**src/rtl/sva_bounded_response_monitor.sv**
```systemverilog
// In-hardware checker for trig |-> first_match(##[MIN_DLY:MAX_DLY] ready), or |=> when NONOVERLAP=1.
// Each trigger opens an attempt slot; verdicts are counted and reported one cycle after the deciding edge.
module sva_bounded_response_monitor #(
  parameter int MIN_DLY    = 0,
  parameter int MAX_DLY    = 10,
  parameter int NONOVERLAP = 0,
  parameter int MAX_OUTST  = 4,
  parameter int CNT_W      = 16,
  localparam int EMIN  = MIN_DLY + NONOVERLAP,
  localparam int EMAX  = MAX_DLY + NONOVERLAP,
  localparam int LAT_W = (EMAX > 0) ? $clog2(EMAX + 1) : 1,
  localparam int OUT_W = $clog2(MAX_OUTST + 1)
) (
  input  logic             clk,
  input  logic             rst,
  input  logic             en,
  input  logic             clear_i,
  input  logic             trig_i,
  input  logic             ready_i,
  output logic             pass_o,
  output logic             fail_o,
  output logic [CNT_W-1:0] pass_cnt_o,
  output logic [CNT_W-1:0] fail_cnt_o,
  output logic [OUT_W-1:0] outstanding_o,
  output logic             overflow_o,
  output logic [LAT_W-1:0] last_lat_o
);
  localparam int NUM_W = $clog2(MAX_OUTST + 2);

  logic [MAX_OUTST-1:0] valid_q, valid_nxt;
  logic [LAT_W-1:0]     age_q   [MAX_OUTST];
  logic [LAT_W-1:0]     age_nxt [MAX_OUTST];
  logic [NUM_W-1:0]     n_pass, n_fail;
  logic [OUT_W-1:0]     n_open;
  logic [LAT_W-1:0]     lat_max;
  logic                 new_att, new_pass, new_fail, placed, drop;

  function automatic logic [CNT_W-1:0] sat_add(input logic [CNT_W-1:0] cnt,
                                               input logic [NUM_W-1:0] inc);
    logic [CNT_W:0] sum;
    sum = {1'b0, cnt} + (CNT_W+1)'(inc);
    return sum[CNT_W] ? '1 : sum[CNT_W-1:0];
  endfunction

  // A slot's stored age is its age at the current edge; a new attempt is stored as age 1.
  always_comb begin
    // NOTE: every variable gets a default first so no path leaves it unassigned (no latch).
    valid_nxt = valid_q;
    age_nxt   = age_q;
    n_pass    = '0;
    n_fail    = '0;
    lat_max   = '0;
    n_open    = '0;
    placed    = 1'b0;
    drop      = 1'b0;
    new_att   = trig_i & en;
    new_pass  = new_att & ready_i & (EMIN == 0);
    new_fail  = new_att & ~ready_i & (EMAX == 0);
    if (new_pass) n_pass = NUM_W'(1);
    if (new_fail) n_fail = NUM_W'(1);

    for (int i = 0; i < MAX_OUTST; i++) begin
      if (valid_q[i]) begin
        if (ready_i && int'(age_q[i]) >= EMIN) begin
          valid_nxt[i] = 1'b0;
          n_pass       = n_pass + 1'b1;
          if (age_q[i] > lat_max) lat_max = age_q[i];
        end else if (!ready_i && int'(age_q[i]) == EMAX) begin
          valid_nxt[i] = 1'b0;
          n_fail       = n_fail + 1'b1;
        end else begin
          age_nxt[i] = age_q[i] + 1'b1;
        end
      end
    end

    // Slots freed above are already visible to the allocator on this edge.
    if (new_att && !new_pass && !new_fail) begin
      for (int i = 0; i < MAX_OUTST; i++) begin
        if (!placed && !valid_nxt[i]) begin
          valid_nxt[i] = 1'b1;
          age_nxt[i]   = LAT_W'(1);
          placed       = 1'b1;
        end
      end
      drop = ~placed;
    end

    for (int i = 0; i < MAX_OUTST; i++) n_open = n_open + OUT_W'(valid_nxt[i]);
  end

  // NOTE: sequential state uses non-blocking assignments so every register sees pre-edge values.
  always_ff @(posedge clk) begin
    if (rst) begin
      valid_q       <= '0;
      pass_o        <= 1'b0;
      fail_o        <= 1'b0;
      pass_cnt_o    <= '0;
      fail_cnt_o    <= '0;
      outstanding_o <= '0;
      overflow_o    <= 1'b0;
      last_lat_o    <= '0;
    end else begin
      valid_q       <= valid_nxt;
      pass_o        <= (n_pass != '0);
      fail_o        <= (n_fail != '0);
      outstanding_o <= n_open;
      if (n_pass != '0) last_lat_o <= lat_max;
      if (clear_i) begin
        pass_cnt_o <= '0;
        fail_cnt_o <= '0;
        overflow_o <= 1'b0;
      end else begin
        pass_cnt_o <= sat_add(pass_cnt_o, n_pass);
        fail_cnt_o <= sat_add(fail_cnt_o, n_fail);
        if (drop) overflow_o <= 1'b1;
      end
    end
  end

  // NOTE: ages are only meaningful while valid_q is set, so this storage needs no reset.
  always_ff @(posedge clk) begin
    age_q <= age_nxt;
  end

endmodule

```
**config.mk**
```make
export PLATFORM = sky130hd
export DESIGN_NAME = sva_bounded_response_monitor
export DESIGN_NICKNAME = d
export VERILOG_FILES = /design/src/rtl/sva_bounded_response_monitor.sv
export SDC_FILE = /design/constraint.sdc
export NUM_CORES = 1
export LEC_CHECK = 0
export ABC_AREA = 0
export CORE_MARGIN = 2
export CORE_UTILIZATION = 51
export CTS_CLUSTER_SIZE = 10
export DETAILED_ROUTE_END_ITERATION = 7
export GPL_ROUTABILITY_DRIVEN = 0
export PLACE_DENSITY_LB_ADDON = 0.05
export SYNTH_ARGS = -nofsm -noshare
export SYNTH_HDL_FRONTEND = slang
export SYNTH_SLANG_ARGS = --single-unit
```
**constraint.sdc**
```tcl
create_clock -name clk -period 5.1 [get_ports clk]
set_input_delay 0.765 -clock clk [delete_from_list [all_inputs] [get_ports clk]]
set_output_delay 0.765 -clock clk [all_outputs]
set_load 0.02 [all_outputs]
```
==> results.cfg, run 1 <==
[clock_network]
worstSkewPairLatency_ns = 0.34
clk_pin_slew_ns = 0.08
cts_root_buffer = clkbuf_8
cts_buffer_depth = 2
tritoncts = yes
numCtsBuffers = 9
cts.sinks = 62
htreeDepth = 3

[floorplan]
rows = 31
initial_utilization_pct = 53.3
die_area_sq_mm = 0.00837
coreArea_sq_mm = 0.00733
die_x_microns = 91.5
die_h_microns = 91.5
ios = 48

[cells_and_area]
antennaDiodeCount = 0
layout.nets = 576
fin_util_pct = 68.4
fin_cells = 637
syn2layout_area_growth_pct = 28.4
drive_gt1_share_pct = 18.0

[synth]
ys_ff_latch = 62
async_flop_share_pct = 0
yosysSeqAreaShare_pct = 31.8
syn_area_per_cell_sq_um = 8.54
postSynthCellCount = 457
ys_warn_count = 0
syn_area_sq_mm = 0.00390
synth_flop_cell = dfxtp_1
synth_cell_types = 61
syn-num-nets = 500
synth_edf_count = 0

[global_route]
grt_first_pass_wirelength_mm = 15.0
grt_overflow = 0
gr-usage-met2_pct = 37.4
grt_pass1_vias = 3339
grt_max_degree = 34
grt_use_met1_pct = 26.4
met3_usage_pct = 5.56
antenna_found_initial = 0
grt_busiest_layer = met2
track_usage_pct = 22.0

[sta]
finalSetupViolations = 0
min_period_ns = 4.93
slew_headroom_pct = 52.7
finalClockSkew_ns = 0.00835
period_share_pct = 96.6
hold_ws_ns = 0.460
max_clock_freq_mhz = 203
hold_viol = 0
slew_violations = 0
worstMarginPinSlew_ns = 0.708

[run]
max_cap_viol_count = 0

[drt]
routed_wl_mm = 9.01
drt-initial-drc-count = 128
dr.pass1.iters = 4
drtAntennaViolNets = 0
wire_per_inst_microns = 14.2
drc = 0
via_count = 3415
viasPerCell = 5.36

[worst_setup_path]
r2r-start = age_q[13]
reg2reg_setup_slack_ns = 0.17
r2r-end = last_lat_o[2]
startpoint = age_q[13]
required_ns = 5.37
start_kind = flop
worstSetupEndpointType = flop
reg2reg_depth = 24
cp_max_fo = 8
crit_arrival_ns = 5.19
path_class = reg -> reg

[min_path]
min_path_type = reg -> reg
min_path_cells = 2
min_to = last_lat_o[1]
worstHoldStart = last_lat_o[1]

[power_and_ir_drop]
powerDensity_mw_per_mm2 = 216
ir_drop_uv = 154
leakagePower_nw = 2.01

[status]
status = finished clean

[placed_design]
hpwlAfterDp_mm = 6.38
place_inst = 617
port_buffers = 47
report_power, final:
group	switching, W	internal [W]	total (W)
clock network	0.000204	0.000302	0.000506
logic	0.0000388	0.0000336	0.0000723
registers	0.0000112	0.000492	0.000503
metrics by stage:
| stage | TNS, ns | cell area, sq um | setup WS (ns) | power (W) |
|---|---|---|---|---|
| global route | -0.240 | 5010 | -0.0965 | 0.00112 |
| finish | 0 | 5010 | 0.174 | 0.00108 |
| global placement | -1.14 | 4610 | -0.291 | 0.000579 |
| floorplan | 0 | 3900 | 0.263 | 0.000561 |
| CTS | 0 | 4880 | 0.0443 | 0.00108 |
| detailed placement | -2.55 | 4610 | -0.542 | 0.000581 |
state kept, by name (all words and copies together) (netlist names):
register and cells:
pass_cnt_o 16, valid_q 4, age_q 16, outstanding_o 3
fail_cnt_o 16, pass_o 1, last_lat_o 4, overflow_o 1
fail_o 1
metal layers:
metal  part of all wire (%)  up-vias
li1                       -     1765
met1                     46     1589
met2                     48       51
met3                    3.8       10
met4                    1.3        0
met5                      0        -
placed cells by master (no fill, tap or decap), types with 3 or more instances in the layout:
| master | netlist | routed |
|---|---|---|
| a211oi_1 | 5 | 4 |
| a21o_1 | 9 | 9 |
| a21oi_1 | 45 | 41 |
| a21oi_2 | 1 | 4 |
| a31o_2 | 3 | 3 |
| a31oi_1 | 5 | 4 |
| and2_1 | 8 | 8 |
| buf_4 | 1 | 33 |
| clkbuf_8 | 2 | 11 |
| clkdlybuf4s50_1 | 0 | 46 |
| dfxtp_1 | 62 | 62 |
| fa_1 | 3 | 3 |
| ha_1 | 34 | 32 |
| inv_1 | 19 | 19 |
| mux2_2 | 6 | 6 |
| mux2i_1 | 4 | 3 |
| nand2_1 | 43 | 41 |
| nand2b_1 | 8 | 8 |
| nand3_1 | 20 | 19 |
| nand3b_1 | 3 | 3 |
| nand4_1 | 12 | 12 |
| nor2_1 | 35 | 34 |
| nor2b_1 | 12 | 11 |
| nor3_1 | 12 | 9 |
| nor3_4 | 1 | 3 |
| o21ai_0 | 13 | 11 |
| or2_2 | 4 | 3 |
| or3_1 | 4 | 3 |
| xnor2_1 | 12 | 12 |
| xor2_1 | 19 | 19 |
cell families after synthesis:
kind of cell | count (synthesis) | share of synthesized area (%)
simple gates | 181 | 24.0
flops | 62 | 31.8
fa+ha+maj | 37 | 12.4
buf+inv | 34 | 4.49
mux | 10 | 2.76
compound gates | 99 | 15.9
xor+xnor | 34 | 8.56
worst max path at each step:
stage | to | slack (ns) | depth (start not counted)
4_1_cts | last_lat_o[2] | 0.04 | 25
3_3_place_gp | last_lat_o[2] | -0.29 | 26
2_1_floorplan | last_lat_o[2] | 0.26 | 26
3_5_place_dp | last_lat_o[2] | -0.54 | 26
6_report | last_lat_o[2] | 0.17 | 24
5_1_grt | last_lat_o[2] | -0.1 | 25
Yosys cell counts, drive strengths merged, types with 2 or more instances:
cell    number  area, sq um
a211oi       5         37.5
a21o         9         67.6
a21oi       46          234
a31o         3         26.3
a31oi        5         31.3
and2        11         73.8
and3         3         18.8
and4b        2         20.0
buf          5         46.3
clkbuf      10         57.6
dfxtp       62         1240
fa           3         60.1
ha          34          425
inv         19         71.3
mux2         6         67.6
mux2i        4         40.0
nand2       43          161
nand2b       8         50.1
nand3       20          100
nand3b       3         22.5
nand4       12         75.1
nand4b       2         17.5
nor2        36          138
nor2b       12         75.1
nor3        13         76.3
nor3b        2         15.0
o211ai       2         20.0
o21a         2         15.0
o21ai       14         70.1
o21bai       2         15.0
o31ai        5         51.3
or2          6         40.0
or3          4         25.0
xnor2       12          105
xnor3        2         46.3
xor2        20          183
layout make-up:
cell class	instances	area [sq um]
Clock buffer	11	151
Clock inverter	5	81.3
Fill cell	634	2320
Inverter	19	71.3
Multi-Input combinational cell	361	2620
Sequential cell	62	1240
Tap cell	99	124
Timing Repair Buffer	80	721
repair_timing:
action,in CTS,in global routing
gates resized for setup,7,25
hold buffers,0,0
endpoints found under the hold margin,0,0
setup buffers,1,3
pin swaps,1,9
setup endpoints to repair,4,4
critical path: stages, from the launching register on:
cell and delay (ns):
dfxtp_1 0.46, inv_1 0.08, ha_1 0.20, a21oi_2 0.15, nand2_2 0.09, ha_4 0.28, nor2b_2 0.13, o211ai_1 0.10
a21oi_2 0.24, a31o_2 0.21, inv_1 0.05, ha_2 0.33, o21a_1 0.13, nor2_2 0.04, or2_4 0.29, a211oi_4 0.26
a31o_2 0.18, nor3_2 0.06, or2_2 0.27, ha_1 0.29, o21a_1 0.12, o21ai_2 0.21, a21oi_4 0.12, or3_4 0.35
o31ai_2 0.21
No activity file was read; power rests on OpenSTA's default activity.
==> inputs of run 2 (changes only) <==
CORE_MARGIN = 1.5   (was 2)
==> results.cfg, run 2 (synthesis gave the netlist of run 1 again) <==
[power_and_ir_drop]
ir_drop_uv = 139
p_total_w = 0.000957
powerDensity_mw_per_mm2 = 196
leakagePower_nw = 1.97

[floorplan]
ios = 48
die_x_microns = 90.5
coreArea_sq_mm = 0.00733
rows = 31
die_area_sq_mm = 0.00819
initial_utilization_pct = 53.3
die_h_microns = 90.5

[sta]
period_share_pct = 95.7
hold_ws_ns = 0.454
slew_headroom_pct = 54.9
finalClockSkew_ns = 0.0128
slew_violations = 0
worstMarginPinSlew_ns = 0.674
postLayoutSetupSlackWorst_ns = 0.219
tns_ns = 0
max_clock_freq_mhz = 205
hold_viol = 0
min_period_ns = 4.88
finalSetupViolations = 0

[global_route]
grt_max_degree = 34
antenna_found_initial = 0
track_usage_pct = 22.5
grt_overflow = 0
grt_pass1_vias = 3342
grt_first_pass_wirelength_mm = 15.0

[drt]
viasPerCell = 5.50
drtAntennaViolNets = 0
dr.pass1.iters = 6
drt-initial-drc-count = 152
drc = 0
wire_per_inst_microns = 14.1
via_count = 3484
routed_wl_mm = 8.97

[clock_network]
hold_buffers = 0
tritoncts = yes
cts_root_buffer = clkbuf_8
numCtsBuffers = 9
cts_buffer_depth = 2
htreeDepth = 3
worstSkewPairLatency_ns = 0.34
clk_pin_slew_ns = 0.08
cts.sinks = 62

[worst_setup_path]
reg2reg_setup_slack_ns = 0.22
worstSetupEndpointType = flop
cp_max_fo = 8
start_kind = flop
reg2reg_depth = 24
critPathBufInv = 2
slowest_delay_ns = 0.38
path_class = reg -> reg
r2r-end = last_lat_o[3]
required_ns = 5.37
crit_path_top_delay_cell = dfxtp_1
worstPathCellList = inv_1 -> ha_1 -> a21oi_2 -> nand2_2 -> ha_4 -> nor2b_1 -> o211ai_1 -> a21oi_2 -> a31o_2 -> inv_1 -> ha_2 -> o21a_1 -> nor2_2 -> or2_4 -> a211oi_4 -> a31o_2 -> nor3_1 -> or2_2 -> ha_1 -> o21a_1 -> o21ai_2 -> a21oi_4 -> or3_4 -> o31ai_2
r2r-start = age_q[12]
cpLargestDelayFamily = compound AO/OA/AOI/OAI gates
crit_arrival_ns = 5.15

[cells_and_area]
drive_gt1_share_pct = 16.1
syn2layout_area_growth_pct = 25.3
layout.nets = 573
antennaDiodeCount = 0
mostFrequentLayoutCells = dfxtp_1, clkdlybuf4s50_1, a21oi_1
final_common_cell = dfxtp_1
top_regs = age_q x16, fail_cnt_o x16, pass_cnt_o x16

[placed_design]
hpwlAfterDp_mm = 6.37
pre_cts_slack_ns = -0.567
port_buffers = 47

[min_path]
min_path_cells = 2
worstHoldStart = last_lat_o[1]
min_to = last_lat_o[1]
min_path_type = reg -> reg

[status]
status = finished clean

[run]
max_cap_viol_count = 0
## run 2: changes by cell type in the layout (fill, tap and decap cells not counted), sizes merged
cell and change:
clkbuf +1, bufinv -2, clkinv +1, buf -3
## run 2: layout make-up
| type | instances | area (sq um) |
|---|---|---|
| inverters | 19 | 71.3 |
| multi-input cells | 361 | 2590 |
| repair buffers | 77 | 698 |
| well taps | 99 | 124 |
| clock buffers | 12 | 145 |
| clock inverters | 4 | 22.5 |
| flip-flops and latches | 62 | 1240 |
| fillers | 639 | 2440 |
## run 2: worst max-delay path by stage
| stage | from | endpoint | slack, ns | cells past startpoint |
|---|---|---|---|---|
| after floorplan | ready_i | last_lat_o[2] | 0.26 | 26 |
| after global placement | ready_i | last_lat_o[2] | -0.29 | 26 |
| after detailed placement | ready_i | last_lat_o[2] | -0.57 | 26 |
| after CTS | ready_i | last_lat_o[2] | 0.02 | 24 |
| after global routing | age_q[12] | last_lat_o[3] | -0.002 | 25 |
| final | age_q[12] | last_lat_o[3] | 0.22 | 24 |
## run 2: report_power, final
group	switching [W]	leakage, nW	internal, W
clock	0.000195	0.0861	0.000187
sequential	0.0000115	0.501	0.000492
combinational	0.0000383	1.38	0.0000331
total	0.000244	1.97	0.000713
## run 2: worst min-delay path, cell delays in order (launching register included)
cell,delay (ns)
dfxtp_1,0.31
nand2_1,0.05
a21oi_1,0.05
## run 2: layer usage
metal,track usage (%),routed length [microns],vias to the layer above
met5,0,0,-
met4,6.35,75,0
met3,6.65,432,8
met2,40.0,4570,76
met1,25.9,3890,1648
li1,-,-,1752
## run 2: per-stage QoR
step           std cells  util [%]  area [sq um]
2_1_floorplan        457         -          3900
3_3_place_gp         616      62.8          4600
3_5_place_dp         616      62.8          4600
4_1_cts              632      65.4          4790
5_1_grt              634      66.7          4890
6_report             634      66.7          4890
## run 2: timing repair
action / 4_1_cts / 5_1_grt
hold endpoints to repair: 0 / 0
setup buffers: 0 / 2
pin swaps: 1 / 9
endpoints found under the setup margin: 4 / 6
gates resized for setup: 5 / 18
